## src/rtl/seg_scan_bcd.sv

```systemverilog
// seg_scan_bcd: sequential double-dabble BCD converter driving a multiplexed
// common-anode seven-segment display with blanking, blinking and overflow.
module seg_scan_bcd #(
    parameter int DIGITS       = 8,
    parameter int VAL_W        = 14,
    parameter int REFRESH_DIV  = 100000,
    parameter int BLINK_FRAMES = 64
) (
    input  logic              clk,
    input  logic              reset,
    input  logic [VAL_W-1:0]  value,
    input  logic              lz_blank,
    input  logic [DIGITS-1:0] blink_mask,
    output logic [6:0]        seg,
    output logic [DIGITS-1:0] an,
    output logic              busy
);
    localparam int ND = (VAL_W + 4) / 3;
    localparam int BW = 4 * ND;
    localparam int NP = (ND > DIGITS) ? ND : DIGITS;
    localparam int CW = $clog2(VAL_W + 1);
    localparam int PW = $clog2(REFRESH_DIV);
    localparam int IW = (DIGITS > 1) ? $clog2(DIGITS) : 1;
    localparam int FW = (BLINK_FRAMES > 1) ? $clog2(BLINK_FRAMES) : 1;

    localparam logic [6:0] SEG_DASH  = 7'b0111111;
    localparam logic [6:0] SEG_BLANK = 7'b1111111;
    localparam logic [6:0] SEG_ZERO  = 7'b1000000;

    typedef enum logic [1:0] {IDLE, CONV, LOAD} state_e;

    state_e          state_q, state_d;
    logic [VAL_W-1:0] shadow_q, shadow_d;
    logic [VAL_W-1:0] sh_q, sh_d;
    logic [BW-1:0]    acc_q, acc_d;
    logic [BW-1:0]    acc_adj;
    logic [CW-1:0]    cnt_q, cnt_d;
    logic             valid_q, valid_d;
    logic [4*NP-1:0]  disp_q, disp_d;
    logic             ovf_q, ovf_d;
    logic             ovf_new;

    logic [PW-1:0]     pre_q, pre_d;
    logic [IW-1:0]     idx_q, idx_d;
    logic [FW-1:0]     frm_q, frm_d;
    logic              off_q, off_d;
    logic [6:0]        seg_q, seg_d;
    logic [DIGITS-1:0] an_q, an_d;
    logic [DIGITS-1:0] upz;
    logic [3:0]        nib;

    function automatic logic [6:0] dec7(input logic [3:0] d);
        unique case (d)
            4'd0:    dec7 = 7'b1000000;
            4'd1:    dec7 = 7'b1111001;
            4'd2:    dec7 = 7'b0100100;
            4'd3:    dec7 = 7'b0110000;
            4'd4:    dec7 = 7'b0011001;
            4'd5:    dec7 = 7'b0010010;
            4'd6:    dec7 = 7'b0000010;
            4'd7:    dec7 = 7'b1111000;
            4'd8:    dec7 = 7'b0000000;
            4'd9:    dec7 = 7'b0010000;
            default: dec7 = SEG_BLANK;
        endcase
    endfunction

    always_ff @(posedge clk or negedge reset) begin
        if (!reset) begin
            state_q  <= IDLE;
            shadow_q <= '0;
            sh_q     <= '0;
            acc_q    <= '0;
            cnt_q    <= '0;
            valid_q  <= 1'b0;
            disp_q   <= '0;
            ovf_q    <= 1'b0;
        end else begin
            state_q  <= state_d;
            shadow_q <= shadow_d;
            sh_q     <= sh_d;
            acc_q    <= acc_d;
            cnt_q    <= cnt_d;
            valid_q  <= valid_d;
            disp_q   <= disp_d;
            ovf_q    <= ovf_d;
        end
    end

    always_comb begin
        state_d  = state_q;
        shadow_d = shadow_q;
        sh_d     = sh_q;
        acc_d    = acc_q;
        cnt_d    = cnt_q;
        valid_d  = valid_q;
        disp_d   = disp_q;
        ovf_d    = ovf_q;
        acc_adj  = acc_q;
        ovf_new  = 1'b0;
        for (int n = 0; n < ND; n++) begin
            if (acc_q[4*n +: 4] >= 4'd5)
                acc_adj[4*n +: 4] = acc_q[4*n +: 4] + 4'd3;
        end
        // Nibbles beyond the scanned digits mean the value cannot be shown.
        for (int n = DIGITS; n < ND; n++) begin
            if (acc_q[4*n +: 4] != 4'd0)
                ovf_new = 1'b1;
        end
        unique case (state_q)
            IDLE: begin
                if (!valid_q || value != shadow_q) begin
                    shadow_d = value;
                    sh_d     = value;
                    acc_d    = '0;
                    cnt_d    = '0;
                    state_d  = CONV;
                end
            end
            CONV: begin
                {acc_d, sh_d} = {acc_adj[BW-2:0], sh_q, 1'b0};
                cnt_d = cnt_q + CW'(1);
                if (cnt_q == CW'(VAL_W - 1))
                    state_d = LOAD;
            end
            LOAD: begin
                disp_d          = '0;
                disp_d[BW-1:0]  = acc_q;
                ovf_d           = ovf_new;
                valid_d         = 1'b1;
                state_d         = IDLE;
            end
            default: state_d = IDLE;
        endcase
    end

    always_comb begin
        busy = (state_q == CONV);
    end

    always_ff @(posedge clk or negedge reset) begin
        if (!reset) begin
            pre_q <= '0;
            idx_q <= '0;
            frm_q <= '0;
            off_q <= 1'b0;
            seg_q <= SEG_ZERO;
            an_q  <= ~DIGITS'(1);
        end else begin
            pre_q <= pre_d;
            idx_q <= idx_d;
            frm_q <= frm_d;
            off_q <= off_d;
            seg_q <= seg_d;
            an_q  <= an_d;
        end
    end

    always_comb begin
        pre_d = pre_q + PW'(1);
        idx_d = idx_q;
        frm_d = frm_q;
        off_d = off_q;
        if (pre_q == PW'(REFRESH_DIV - 1)) begin
            pre_d = '0;
            if (idx_q == IW'(DIGITS - 1)) begin
                idx_d = '0;
                if (frm_q == FW'(BLINK_FRAMES - 1)) begin
                    frm_d = '0;
                    off_d = ~off_q;
                end else begin
                    frm_d = frm_q + FW'(1);
                end
            end else begin
                idx_d = idx_q + IW'(1);
            end
        end
    end

    // upz[i]: every displayed nibble from i upwards is zero.
    always_comb begin
        logic z;
        z   = 1'b1;
        upz = '0;
        for (int i = DIGITS - 1; i >= 0; i--) begin
            z      = z & (disp_q[4*i +: 4] == 4'd0);
            upz[i] = z;
        end
    end

    // Pattern is built for the digit about to be enabled so seg and an move together.
    always_comb begin
        nib  = disp_q[4*idx_d +: 4];
        an_d = ~(DIGITS'(1) << idx_d);
        if (ovf_q)
            seg_d = SEG_DASH;
        else if (blink_mask[idx_d] && off_d)
            seg_d = SEG_BLANK;
        else if (lz_blank && idx_d != '0 && upz[idx_d])
            seg_d = SEG_BLANK;
        else
            seg_d = dec7(nib);
    end

    assign seg = seg_q;
    assign an  = an_q;

endmodule

```

## config.mk

```make
export PLATFORM = sky130hd
export DESIGN_NAME = seg_scan_bcd
export DESIGN_NICKNAME = d
export VERILOG_FILES = /design/src/rtl/seg_scan_bcd.sv
export SDC_FILE = /design/constraint.sdc
export NUM_CORES = 1
export LEC_CHECK = 0
export ABC_CLOCK_PERIOD_IN_PS = 6600
export CELL_PAD_IN_SITES_DETAIL_PLACEMENT = 0
export CELL_PAD_IN_SITES_GLOBAL_PLACEMENT = 1
export CORE_MARGIN = 2
export CORE_UTILIZATION = 40
export CTS_BUF_LIST = sky130_fd_sc_hd__clkbuf_8
export DETAILED_ROUTE_END_ITERATION = 8
export GPL_TIMING_DRIVEN = 1
export PLACE_DENSITY = 0.7
export SETUP_SLACK_MARGIN = 0.3
export SYNTH_ARGS = -nofsm -noshare
export SYNTH_HDL_FRONTEND = slang
export SYNTH_SLANG_ARGS = --single-unit
```

## constraint.sdc

```tcl
create_clock -name clk -period 6.6 [get_ports clk]
set_clock_uncertainty 0.05 [all_clocks]
set_input_delay 1.32 -clock clk [delete_from_list [all_inputs] [get_ports clk]]
set_output_delay 1.32 -clock clk [all_outputs]
set_load 0.005 [all_outputs]
```

==> flow_metrics.env <==
export IMPL_status="complete, no violations"
export IMPL_cts_root_buf="clkbuf_8"
export IMPL_fin_crit_ps=3790
export IMPL_post_route_drc_count=0
export IMPL_grt_pass1_vias=4322
export IMPL_ys_flop_type="dfrtp_1"
export IMPL_worstRegToRegCells=10
export IMPL_die_h_um=126
export IMPL_min_path_type="register to register"
export IMPL_dp_hpwl_um=7910
export IMPL_synth_cell_types=47
export IMPL_worstSetupEndpointType="register"
export IMPL_synthAdderAreaFrac_pct=3.96
export IMPL_grt_max_degree=76
export IMPL_r2r_slack_ps=2810
export IMPL_synth_edff_count=0
export IMPL_share_comb_of_total_power_pct=31.9
export IMPL_area_growth_pct=17.0
export IMPL_finalPower_mw=2.76
export IMPL_clkTransAtPathRegs_ps=70
export IMPL_synth_area_um2=6000
export IMPL_sequentialPowerShare_pct=43.5
export IMPL_regToRegStartpoint="pre_q[0]"
export IMPL_finalMaxSlewViolations=0
export IMPL_antenna_found_initial=0
export IMPL_critPathMaxFanout=8
export IMPL_r2r_end="seg[3]"
export IMPL_htree_levels=4
export IMPL_rsz0062_at_grt="false"
export IMPL_yosysWarnings=0
export IMPL_coreArea_um2=14600
export IMPL_synth_simple_area_share_pct=14.2
export IMPL_diodes=0
export IMPL_fillers=1335
export IMPL_start_kind="register"
export IMPL_critPathRequiredTime_ps=6860
export IMPL_drive_gt1_share_pct=12.7
export IMPL_io_buffers=40
export IMPL_synth_nets=617
export IMPL_route_final_wire_length_um=11900
export IMPL_grt_remaining_overflow=0
export IMPL_dp_slack_ps=2800
export IMPL_switching_share_pct=33.6
export IMPL_clock_latency_ps=440
export IMPL_initial_core_util_pct=41.1
export IMPL_p_int_mw=1.83
export IMPL_ys_seq_area_share_pct=52.3
export IMPL_placed_cell_area_um2=6610
export IMPL_fin_cells=815
export IMPL_nNetsFinal=662
export IMPL_place_congestion=0.789
export IMPL_grt_pass1_wl_um=20400
export IMPL_wl_met2_um=5320
export IMPL_syn_area_per_cell_um2=10.5
export IMPL_synth_top_family_by_area="simple AND/OR/NAND/NOR gates"
export IMPL_cts_hold_fix_buffers=0
export IMPL_synth_cells=573
export IMPL_first_iter_violations=238
export IMPL_fp_dieW_um=126
export IMPL_wl_met1_um=5920
export IMPL_hold_viol=0
export IMPL_ir_worst_vdd_mv=0.192
export IMPL_min_to="off_q"
export IMPL_drv_cap=0
export IMPL_postRouteAntennaNets=0
export IMPL_final_core_util_pct=48.1
export IMPL_async_flop_share_pct=100
export IMPL_rows=44
export IMPL_fin_setup_tns_ps=0
export IMPL_p_switching_uw=925
export IMPL_worstHoldPathCells=1
export IMPL_post_cts_buffers=0
export IMPL_ys_seq_elements=125
export IMPL_clkSinkCount=125
export IMPL_clkPwrFrac_pct=24.7
export IMPL_post_route_cell_area_um2=7020
export IMPL_hp_start="off_q"
export IMPL_setup_worst_path_class="register to register"
export IMPL_synthXorXnorAreaFrac_pct=6.43
export IMPL_top_layer_used="met4"
export IMPL_dieArea_um2=16000
export IMPL_pin_count=41
export IMPL_dpl_cell_count=783
export IMPL_whs_ps=420
export IMPL_fmax_mhz=264
export IMPL_power_leakage_nw=3.11
export IMPL_track_usage_pct=15.9
export IMPL_clock_path_buffers=2
export IMPL_cp_arrival_ps=4040
export IMPL_powerDensity_nw_per_um2=393
export IMPL_vias=4271
export IMPL_numCtsBuffers=17
export IMPL_synth_compound_gate_area_share_pct=12.7
export IMPL_cts_tree="built"
export IMPL_slew_headroom_pct=30.6
export IMPL_finalSetupViolations=0
export IMPL_worstMarginPinSlew_ps=1040
export IMPL_wl_met3_um=442
export IMPL_via_per_inst=5.24
export IMPL_period_share_pct=57.4
export IMPL_routedWlPerCell_um=14.6
export IMPL_synth_mux_area_fraction_pct=7.45
export IMPL_cts_resized=0
export IMPL_worst_slack_ps=2810
export IMPL_dr_pass1_iters=4
per-layer routing:
metal / vias up / global-route usage, %
li1: 2108 / -
met1: 2084 / 21.3
met4: 0 / 6.79
met2: 66 / 24.3
met5: - / 0
met3: 13 / 4.18
Yosys cell counts, drive strengths merged (4+ instances only):
| cell type | count | area share [%] |
|---|---|---|
| dfrtp | 117 | 49 |
| nand2 | 90 | 5.6 |
| o21ai | 30 | 2.5 |
| xnor2 | 30 | 4.4 |
| mux2 | 29 | 5.4 |
| nor2 | 29 | 1.8 |
| inv | 22 | 1.4 |
| clkbuf | 19 | 1.2 |
| ha | 19 | 4.0 |
| nand3 | 19 | 1.6 |
| a21oi | 18 | 1.5 |
| o22ai | 15 | 1.6 |
| xor2 | 14 | 2.0 |
| a22oi | 13 | 1.6 |
| mux2i | 12 | 2.0 |
| nand2b | 10 | 1.0 |
| o31ai | 10 | 1.3 |
| dfstp | 8 | 3.5 |
| nor4 | 8 | 1.1 |
| a32o | 6 | 1.0 |
| nand4 | 6 | 0.63 |
| a221oi | 5 | 0.73 |
| and2 | 5 | 0.52 |
| o32ai | 5 | 0.73 |
| nor3 | 4 | 0.33 |
cells by family after synthesis:
kind of cell	Yosys count
and+or+nand+nor	182
DFF	125
AOI/OAI and AO/OA	115
buffers and inverters	47
xor gates and xnor gates	44
muxes	41
adders and majority gates	19
layout by cell type (no fill, tap or decap), types with 7 or more instances in the layout:
| master | instances |
|---|---|
| dfrtp_1 | 117 |
| nand2_1 | 90 |
| clkdlybuf4s50_1 | 39 |
| xnor2_1 | 30 |
| nor2_1 | 29 |
| mux2_2 | 28 |
| o21ai_0 | 26 |
| inv_1 | 23 |
| clkbuf_8 | 23 |
| nand3_1 | 19 |
| ha_1 | 19 |
| a21oi_1 | 18 |
| o22ai_1 | 15 |
| xor2_1 | 14 |
| a22oi_1 | 13 |
| mux2i_1 | 12 |
| nand2b_1 | 10 |
| o31ai_1 | 10 |
| buf_4 | 9 |
| dfstp_2 | 8 |
| nor4_1 | 7 |
worst max-delay path, stage by stage (launching register included):
cell and delay (ps):
dfrtp_1 380, ha_1 240, nand4_1 250, nor4_4 590
mux2_2 510, a221oi_1 310, o21ai_1 100, nand2_1 120
a211oi_1 70, or3_1 490, or4_1 550
power by group through the flow:
| stage | clock (mW) | combinational [mW] | sequential (mW) |
|---|---|---|---|
| final | 0.680 | 0.878 | 1.20 |
| after global placement | 0 | 0.867 | 1.20 |
| after global routing | 0.735 | 0.997 | 1.23 |
| after detailed placement | 0 | 0.886 | 1.21 |
| after CTS | 0.703 | 0.889 | 1.20 |
| after floorplan | 0 | 0.669 | 1.15 |
worst max path at each step:
| stage | start | to | slack, ps |
|---|---|---|---|
| 5_1_grt | pre_q[0] | seg[3] | 2550 |
| 4_1_cts | pre_q[0] | seg[3] | 2790 |
| 3_5_place_dp | pre_q[0] | seg[3] | 2800 |
| 3_3_place_gp | value[4] | cnt_q[2] | 2830 |
| 2_1_floorplan | pre_q[8] | seg[3] | 3110 |
| 6_report | pre_q[0] | seg[3] | 2810 |
registers in the layout, indices dropped and copies added (netlist names), 2 cells and up:
name and count:
idx_q 3, acc_q 24, seg 7, frm_q 6
pre_q 17, sh_q 14, disp_q 24, shadow_q 14
state_q 2, an 8, cnt_q 4
layout make-up:
| cell class | count | area, um2 | share of cell area (%) |
|---|---|---|---|
| sequential | 125 | 3140 | 44.7 |
| tap | 184 | 230 | 3.28 |
| clock inverter | 9 | 92.6 | 1.32 |
| clock buffer | 23 | 317 | 4.51 |
| inverter | 25 | 93.8 | 1.34 |
| timing repair buffer | 48 | 458 | 6.53 |
| multi-input combinational | 401 | 2690 | 38.3 |
Note: power is estimated with default switching activity, not from simulation.
